--- src/rtl/shift_pkg.sv ---
`default_nettype none
// ============================================================================
//  Module   : shift_pkg
//  Purpose  : Shared definitions for the universal shift register: the 3-bit
//             operation-select encoding and a helper that classifies which
//             operations advance the transfer counter.
//  Ports    : none (package)
//  Revision : 1.0  initial release
// ============================================================================
package shift_pkg;

    localparam logic [2:0] MODE_HOLD  = 3'b000;
    localparam logic [2:0] MODE_SHL   = 3'b001;
    localparam logic [2:0] MODE_SHR   = 3'b010;
    localparam logic [2:0] MODE_ROL   = 3'b011;
    localparam logic [2:0] MODE_ROR   = 3'b100;
    localparam logic [2:0] MODE_LOAD  = 3'b101;
    localparam logic [2:0] MODE_CLEAR = 3'b110;
    localparam logic [2:0] MODE_RSVD  = 3'b111;

    // Shifts and rotates are the operations that count as a bit transfer.
    function automatic logic is_shift_op(input logic [2:0] mode);
        return (mode == MODE_SHL) || (mode == MODE_SHR) ||
               (mode == MODE_ROL) || (mode == MODE_ROR);
    endfunction

endpackage : shift_pkg
`default_nettype wire

--- src/rtl/shift_cell.sv ---
`default_nettype none
// ============================================================================
//  Module   : shift_cell
//  Purpose  : One bit of the universal shift register: a 5:1 next-state mux
//             (hold / from lower neighbour / from upper neighbour / load /
//             clear) feeding a flop with synchronous reset and enable.
//  Ports    : clk      rising-edge clock
//             rst      synchronous active-high reset, loads rst_val
//             en       enable; 0 holds the bit
//             rst_val  value taken on reset
//             mode     operation select (shift_pkg encoding)
//             from_lo  bit arriving on a left shift/rotate
//             from_hi  bit arriving on a right shift/rotate
//             ld       parallel load bit
//             q        stored bit
//  Revision : 1.0  initial release
// ============================================================================
module shift_cell
    import shift_pkg::*;
(
    input  logic       clk,
    input  logic       rst,
    input  logic       en,
    input  logic       rst_val,
    input  logic [2:0] mode,
    input  logic       from_lo,
    input  logic       from_hi,
    input  logic       ld,
    output logic       q
);

    logic r_q;
    logic w_next;

    always_comb begin
        w_next = r_q;
        case (mode)
            MODE_SHL, MODE_ROL: w_next = from_lo;
            MODE_SHR, MODE_ROR: w_next = from_hi;
            MODE_LOAD:          w_next = ld;
            MODE_CLEAR:         w_next = 1'b0;
            default:            w_next = r_q;   // HOLD and reserved
        endcase
    end

    always_ff @(posedge clk) begin
        if (rst) begin
            r_q <= rst_val;
        end else if (en) begin
            r_q <= w_next;
        end
    end

    assign q = r_q;

endmodule : shift_cell
`default_nettype wire

--- src/rtl/shift_reg_univ.sv ---
`default_nettype none
// ============================================================================
//  Module   : shift_reg_univ
//  Purpose  : Parametrised universal shift register with hold, shift left/
//             right, rotate left/right, parallel load and clear, per-cycle
//             enable, serial in/out and a transfer counter that pulses done
//             after WIDTH shift operations.
//  Ports    : clk     rising-edge clock
//             rst     synchronous active-high reset (priority over en/mode)
//             en      operation enable; 0 freezes q and cnt
//             mode    operation select (shift_pkg encoding)
//             sin     serial input for SHL/SHR
//             d       parallel load data
//             q       register contents
//             sout_l  q[WIDTH-1]
//             sout_r  q[0]
//             cnt     shift ops since last load/clear/reset/wrap
//             done    one-cycle pulse after the WIDTH-th shift op
//  Revision : 1.0  initial release
// ============================================================================
module shift_reg_univ
    import shift_pkg::*;
#(
    parameter int                 WIDTH       = 8,
    parameter logic [WIDTH-1:0]   RESET_VALUE = '0,
    localparam int                CW          = $clog2(WIDTH + 1)
) (
    input  logic             clk,
    input  logic             rst,
    input  logic             en,
    input  logic [2:0]       mode,
    input  logic             sin,
    input  logic [WIDTH-1:0] d,
    output logic [WIDTH-1:0] q,
    output logic             sout_l,
    output logic             sout_r,
    output logic [CW-1:0]    cnt,
    output logic             done
);

    localparam logic [CW-1:0] c_CNT_LAST = CW'(WIDTH - 1);

    logic [WIDTH-1:0] w_q;
    logic [WIDTH-1:0] w_from_lo;
    logic [WIDTH-1:0] w_from_hi;
    logic             w_lsb_in;
    logic             w_msb_in;
    logic [CW-1:0]    r_cnt;
    logic             r_done;

    // End-of-register feed: rotates wrap the opposite end, shifts take sin.
    assign w_lsb_in  = (mode == MODE_ROL) ? w_q[WIDTH-1] : sin;
    assign w_msb_in  = (mode == MODE_ROR) ? w_q[0]       : sin;
    assign w_from_lo = {w_q[WIDTH-2:0], w_lsb_in};
    assign w_from_hi = {w_msb_in, w_q[WIDTH-1:1]};

    generate
        for (genvar i = 0; i < WIDTH; i++) begin : g_cell
            shift_cell u_cell (
                .clk     (clk),
                .rst     (rst),
                .en      (en),
                .rst_val (RESET_VALUE[i]),
                .mode    (mode),
                .from_lo (w_from_lo[i]),
                .from_hi (w_from_hi[i]),
                .ld      (d[i]),
                .q       (w_q[i])
            );
        end
    endgenerate

    // Transfer counter: wraps after WIDTH shift ops regardless of direction,
    // and the wrap edge raises done for exactly one cycle.
    always_ff @(posedge clk) begin
        if (rst) begin
            r_cnt  <= '0;
            r_done <= 1'b0;
        end else if (!en) begin
            r_done <= 1'b0;
        end else if (is_shift_op(mode)) begin
            if (r_cnt == c_CNT_LAST) begin
                r_cnt  <= '0;
                r_done <= 1'b1;
            end else begin
                r_cnt  <= r_cnt + CW'(1);
                r_done <= 1'b0;
            end
        end else if ((mode == MODE_LOAD) || (mode == MODE_CLEAR)) begin
            r_cnt  <= '0;
            r_done <= 1'b0;
        end else begin
            r_done <= 1'b0;
        end
    end

    assign q      = w_q;
    assign sout_l = w_q[WIDTH-1];
    assign sout_r = w_q[0];
    assign cnt    = r_cnt;
    assign done   = r_done;

endmodule : shift_reg_univ
`default_nettype wire
--- config.mk ---
export PLATFORM = sky130hd
export DESIGN_NAME = shift_reg_univ
export DESIGN_NICKNAME = d
export VERILOG_FILES = /design/src/rtl/shift_pkg.sv /design/src/rtl/shift_cell.sv /design/src/rtl/shift_reg_univ.sv
export SDC_FILE = /design/constraint.sdc
export NUM_CORES = 1
export LEC_CHECK = 0
export CORE_AREA = 4 4 47 49
export CTS_BUF_LIST = sky130_fd_sc_hd__clkbuf_16
export CTS_CLUSTER_DIAMETER = 50
export DETAILED_ROUTE_END_ITERATION = 16
export DIE_AREA = 0 0 51 53
export GPL_TIMING_DRIVEN = 1
export PLACE_DENSITY = 0.81
export SYNTH_ARGS = -nofsm -noshare
export SYNTH_HDL_FRONTEND = slang
export SYNTH_SLANG_ARGS = --single-unit
--- constraint.sdc ---
create_clock -name clk -period 2.69 [get_ports clk]
set_input_delay 0.4035 -clock clk [delete_from_list [all_inputs] [get_ports clk]]
set_output_delay 0.4035 -clock clk [all_outputs]
set_load 0.05 [all_outputs]
### Word-level counts from Yosys, hierarchy flattened

Cells that the tools add are included.

| operators by class | value |
|---|---|
| shift operators | 0 |
| eq/ne operators | 7 |
| $add $sub $neg | 1 |
| $mul | 0 |
| divide/modulo/power cells | 0 |
| muxes and demuxes | 14 |
| reductions and logical operators | 11 |
| magnitude comparators | 0 |
| bitwise operators | 2 |

Operators by type and width:

| cell | count |
|---|---|
| case mux 1 bit (4 select lines) | 8 |
| two-way mux 4 bit | 3 |
| equality test 3 bit, second input constant | 3 |
| equality test 3 x 2 -> 1 bit, second input constant | 2 |
| adder 4 x 1 -> 4 bit, second input constant | 1 |
| equality test 4 x 3 -> 1 bit, second input constant | 1 |
| logical OR 1 bit | 4 |
| AND reduction 2 bit | 2 |
| nonzero test 4 bit | 1 |
| OR reduction 2 bit | 2 |
| equality test 3 x 1 -> 1 bit, second input constant | 1 |
| two-way mux 1 bit | 3 |
| OR reduction 3 bit | 1 |
| inverter 1 bit | 2 |
| nonzero test 2 bit | 1 |

| storage, ports and cells | value |
|---|---|
| bits in read-only memories | 0 |
| word-level logic and storage cells | 45 |
| memory bits (writable) | 0 |
| latch bits | 0 |
| memories kept | 0 |
| register bits after elaboration | 13 |

### Logic depth before layout (Yosys ltp)

| depth | value |
|---|---|
| word-level depth | 6 |
| mapped depth | 7 |
| depth with buffers taken out | 5 |

### Modules after synthesis

Synthesis repeated with hierarchy kept, for this count alone.

| unflattened totals | value |
|---|---|
| cell total of the unflattened synthesis | 141 |
| area total of the unflattened synthesis | 1191.1 µm² |

By module, submodules not included:

| module | area an instance (µm²) | times used | cells an instance |
|---|---|---|---|
| shift_cell | 110.1 | 8 | 13 |
| shift_reg_univ | 310.3 | 1 | 37 |

### Worst setup path after synthesis

No wires, ideal clock.

| timing | value |
|---|---|
| kind | input to register |
| start point | input port mode[1] |
| end point | register r_cnt[2] (netlist: cnt[2]) |
| required time | 2.619 ns |
| setup time | 0.071 ns |
| stages on the path | 7 |
| path slack | 1.093 ns |
| buffers on the path | 3 |
| data arrival time | 1.526 ns |
| path through | buf_6 > or3_4 > buf_6 > and3_4 > buf_6 > o22ai_2 > o2bb2ai_1 |

| on the way | value |
|---|---|
| longest elaborated chain between the ends | 6 |

RTL lines:

| element | RTL line | text |
|---|---|---|
| start: declaration | shift_reg_univ.sv:31 | `input logic [2:0] mode,` |
| equality test 3 x 1 -> 1 bit / equality test 3 x 2 -> 1 bit (equally long branches) | shift_pkg.sv:23 | `return (mode == MODE_SHL) \|\| (mode == MODE_SHR) \|\|` |
| logical OR 1 bit (2 in a row) | shift_pkg.sv:23 |  |
| logical OR 1 bit | shift_pkg.sv:24 | `(mode == MODE_ROL) \|\| (mode == MODE_ROR);` |
| nonzero test 2 bit (no source line) | - |  |
| AND reduction 2 bit (no source line) | - |  |
| end signal: assignment | shift_reg_univ.sv:86 | `r_cnt <= r_cnt + CW'(1);` |
| end: declaration | shift_reg_univ.sv:48 | `logic [CW-1:0] r_cnt;` |

Parallel ways exist; a longest one is shown, timed or not.
A chain may end at the register's enable or synchronous reset.

### Worst setup path in the final report

| timing | value |
|---|---|
| start point | register r_cnt[3] (netlist: cnt[3]) |
| end point | output port cnt[3] |

RTL lines:

| element | RTL line | text |
|---|---|---|
| end: declaration | shift_reg_univ.sv:37 | `output logic [CW-1:0] cnt,` |

No word-level cell between the ends.

==> metrics.md <==
| Metric | Value |
|---|---|
| Status | finished, final reports clean |
| CP cell instances | clkdlybuf4s50_1 |
| Combinational share of power | 0.237 |
| First-pass DRT Iterations | 4 |
| Number of inserted diodes | 0 |
| Final nets | 134 |
| Ys Warns | 0 |
| Remaining global-route overflow | 0 |
| Worst-Skew Late Latency | 240 ps |
| Fillers | 176 |
| Internal power | 0.465 mW |
| Commonest non-fill, non-tap cell in the layout | clkdlybuf4s50_1 |
| Syn Std Cell Area | 810 sq um |
| Initial antenna violation count | 0 |
| Crit Path Class | reg -> out |
| DRC Markers | 0 |
| Fraction of layout cells with a size suffix above 1 | 0.0769 |
| TritonCTS clock tree | done |
| Seq pwr share | 0.331 |
| Largest net degree at the start of global routing | 15 |
| Worst Path Buf+Inv | 1 |
| Synth Register Bits | 13 |
| Slew Viols, Final | 0 |
| Slowest cell on the critical path | clkdlybuf4s50_1 |
| Yosys cell types | 35 |
| Switching Fraction | 0.288 |
| DR iter-0 viols | 26 |
| DR vias/cell | 5.40 |
| Hpwl dp | 1.40 mm |
| CP startpoint kind | flop |
| Unrepaired setup endpoints after global routing | no |
| Core footprint | 1860 sq um |
| VDD IR max | 0.000317 V |
| Antenna Nets Post-Route | 0 |
| CTS H-tree lvls | 1 |
| Syn avg cell area | 8.26 sq um |
| Cell Pwr Density | 590 nW/um^2 |
| RD Place Congestion | 0.810 |
| Hold Path Class | reg -> reg |
| Final WL | 1.97 mm |
| Clock share of power | 0.432 |
| CTS buffer count | 3 |
| Mapped Nets | 114 |
| Post-DR wirelength/cell | 13.6 microns |
| Crit-path max cell delay | 850 ps |
| Placed cell area | 1030 sq um |
| Final instance area | 1110 sq um |
| GR Util All Layers | 0.153 |
| Setup fix buffers added after clock tree synthesis | 0 |
| Final hold vios | 0 |
| WHS | 504 ps |
| Clock sink count | 13 |
| Worst-path clk slew | 40 ps |
| Achievable frequency | 0.525 GHz |
| Leak pwr | 0.393 nW |
| Hold Buf Count CTS | 0 |
| WP data required | 2290 ps |
| Resized Gates After CTS | 0 |
| Setup TNS | 0 ps |
| Clock Path Buffers | 2 |
| Maximum Capacitance Violations | 0 |
| Final setup violation count | 0 |
| Rows | 16 |
| Starting density of the core | 0.435 |
| Max-slew headroom | 0.617 |
| Die width | 51 microns |
| Switching power | 0.188 mW |
| Die Ht | 53 microns |
| Layout Area Growth over Synthesis | 36.8% |
| Most frequent cells in the layout | clkdlybuf4s50_1 (29), dfxtp_1 (13), a21oi_1 (10) |
| Final Cycle Share | 0.708 |
| Clock skew | 1.39 ps |
| Worst Path Arrival | 1500 ps |
| Die Footprint | 2700 sq um |
| Sequential area share after synthesis | 0.321 |
| Root buffer cell | clkbuf_16 |
| First-pass GRT wire length | 3.12 mm |
| Via count | 778 |
| Minimum clock period | 1910 ps |
| Worst slew pin tran | 572 ps |
| Post-synthesis cell count | 98 |
| # IOs | 30 |
| Post-layout util | 0.595 |
| Vias in the first global route | 711 |
| CP endpoint kind | output port |
| Delay-heaviest family, CP | buffers and inverters |
| CP Max Fanout | 6 |
| IO buf count | 29 |
stage by stage:
stage | setup slack, ps | std cells | total power [mW]
CTS | 778 | 144 | 0.657
finish | 785 | 144 | 0.653
detailed placement | 647 | 140 | 0.374
floorplan | 1090 | 98 | 0.333
global placement | 696 | 140 | 0.372
global route | 738 | 144 | 0.673
path summary, 6_finish.rpt:
check | startpoint | to | cells after the start | slack, ps
worst min-delay path | cnt[1] | cnt[1] | 2 | 500
worst min register to register | cnt[1] | cnt[1] | 2 | 500
worst max register to register | cnt[0] | cnt[0] | 5 | 1430
worst max-delay path | cnt[3] | cnt[3] | 1 | 780
area by class of cell:
class                      count  area [sq um]  share of cell area
sequential                    13           260               0.235
clock inverter                 1          5.00             0.00452
inverter                       3          11.3              0.0102
timing repair buffer          29           290               0.262
tap                           27          33.8              0.0305
clock buffer                   3          75.1              0.0678
multi-input combinational     68           432               0.390
cell families (layout without fill, tap and decap cells):
| family | Yosys count | count (layout) | share of synthesized area |
|---|---|---|---|
| AOI/OAI and AO/OA | 34 | 34 | 0.284 |
| xor gates and xnor gates | 1 | 1 | 0.0108 |
| adders and majority gates | 1 | 1 | 0.0155 |
| buffers and inverters | 17 | 36 | 0.145 |
| DFF | 13 | 13 | 0.321 |
| and+or+nand+nor | 32 | 32 | 0.223 |
power groups by stage:
stage | registers, mW | clock network [mW] | logic, mW
6_report | 0.216 | 0.282 | 0.154
5_1_grt | 0.219 | 0.290 | 0.164
4_1_cts | 0.216 | 0.286 | 0.155
3_5_place_dp | 0.220 | 0 | 0.154
2_1_floorplan | 0.229 | 0 | 0.104
3_3_place_gp | 0.219 | 0 | 0.152
registers in the layout (all words and copies together) (netlist names):
name and cells:
g_cell.u_cell.q 8, cnt 4, done 1
synthesized netlist by cell type, drive strengths merged:
cell type	instances	area share
dfxtp	13	0.32
buf	12	0.12
a21oi	10	0.062
nor2	9	0.045
a211oi	6	0.056
a22oi	6	0.056
nand2	6	0.028
o21ai	5	0.031
nand3	4	0.031
inv	3	0.014
or3	3	0.029
clkbuf	2	0.0093
nand2b	2	0.015
nor2b	2	0.015
a21o	1	0.0093
a221o	1	0.012
a221oi	1	0.011
a22o	1	0.011
and3	1	0.014
ha	1	0.015
nand3b	1	0.0093
nand4	1	0.0077
nand4b	1	0.011
nor3	1	0.0062
nor4b	1	0.011
o22ai	1	0.015
o2bb2ai	1	0.011
o32ai	1	0.011
xnor2	1	0.011
routing by layer:
layer / up-vias / track usage / share of wire
met5: - / 0 / 0
met4: 0 / 0.0852 / 0.021
met3: 5 / 0.0169 / 0.050
met2: 28 / 0.262 / 0.48
met1: 353 / 0.185 / 0.45
li1: 392 / - / -
(Power assumes the default switching activity.)
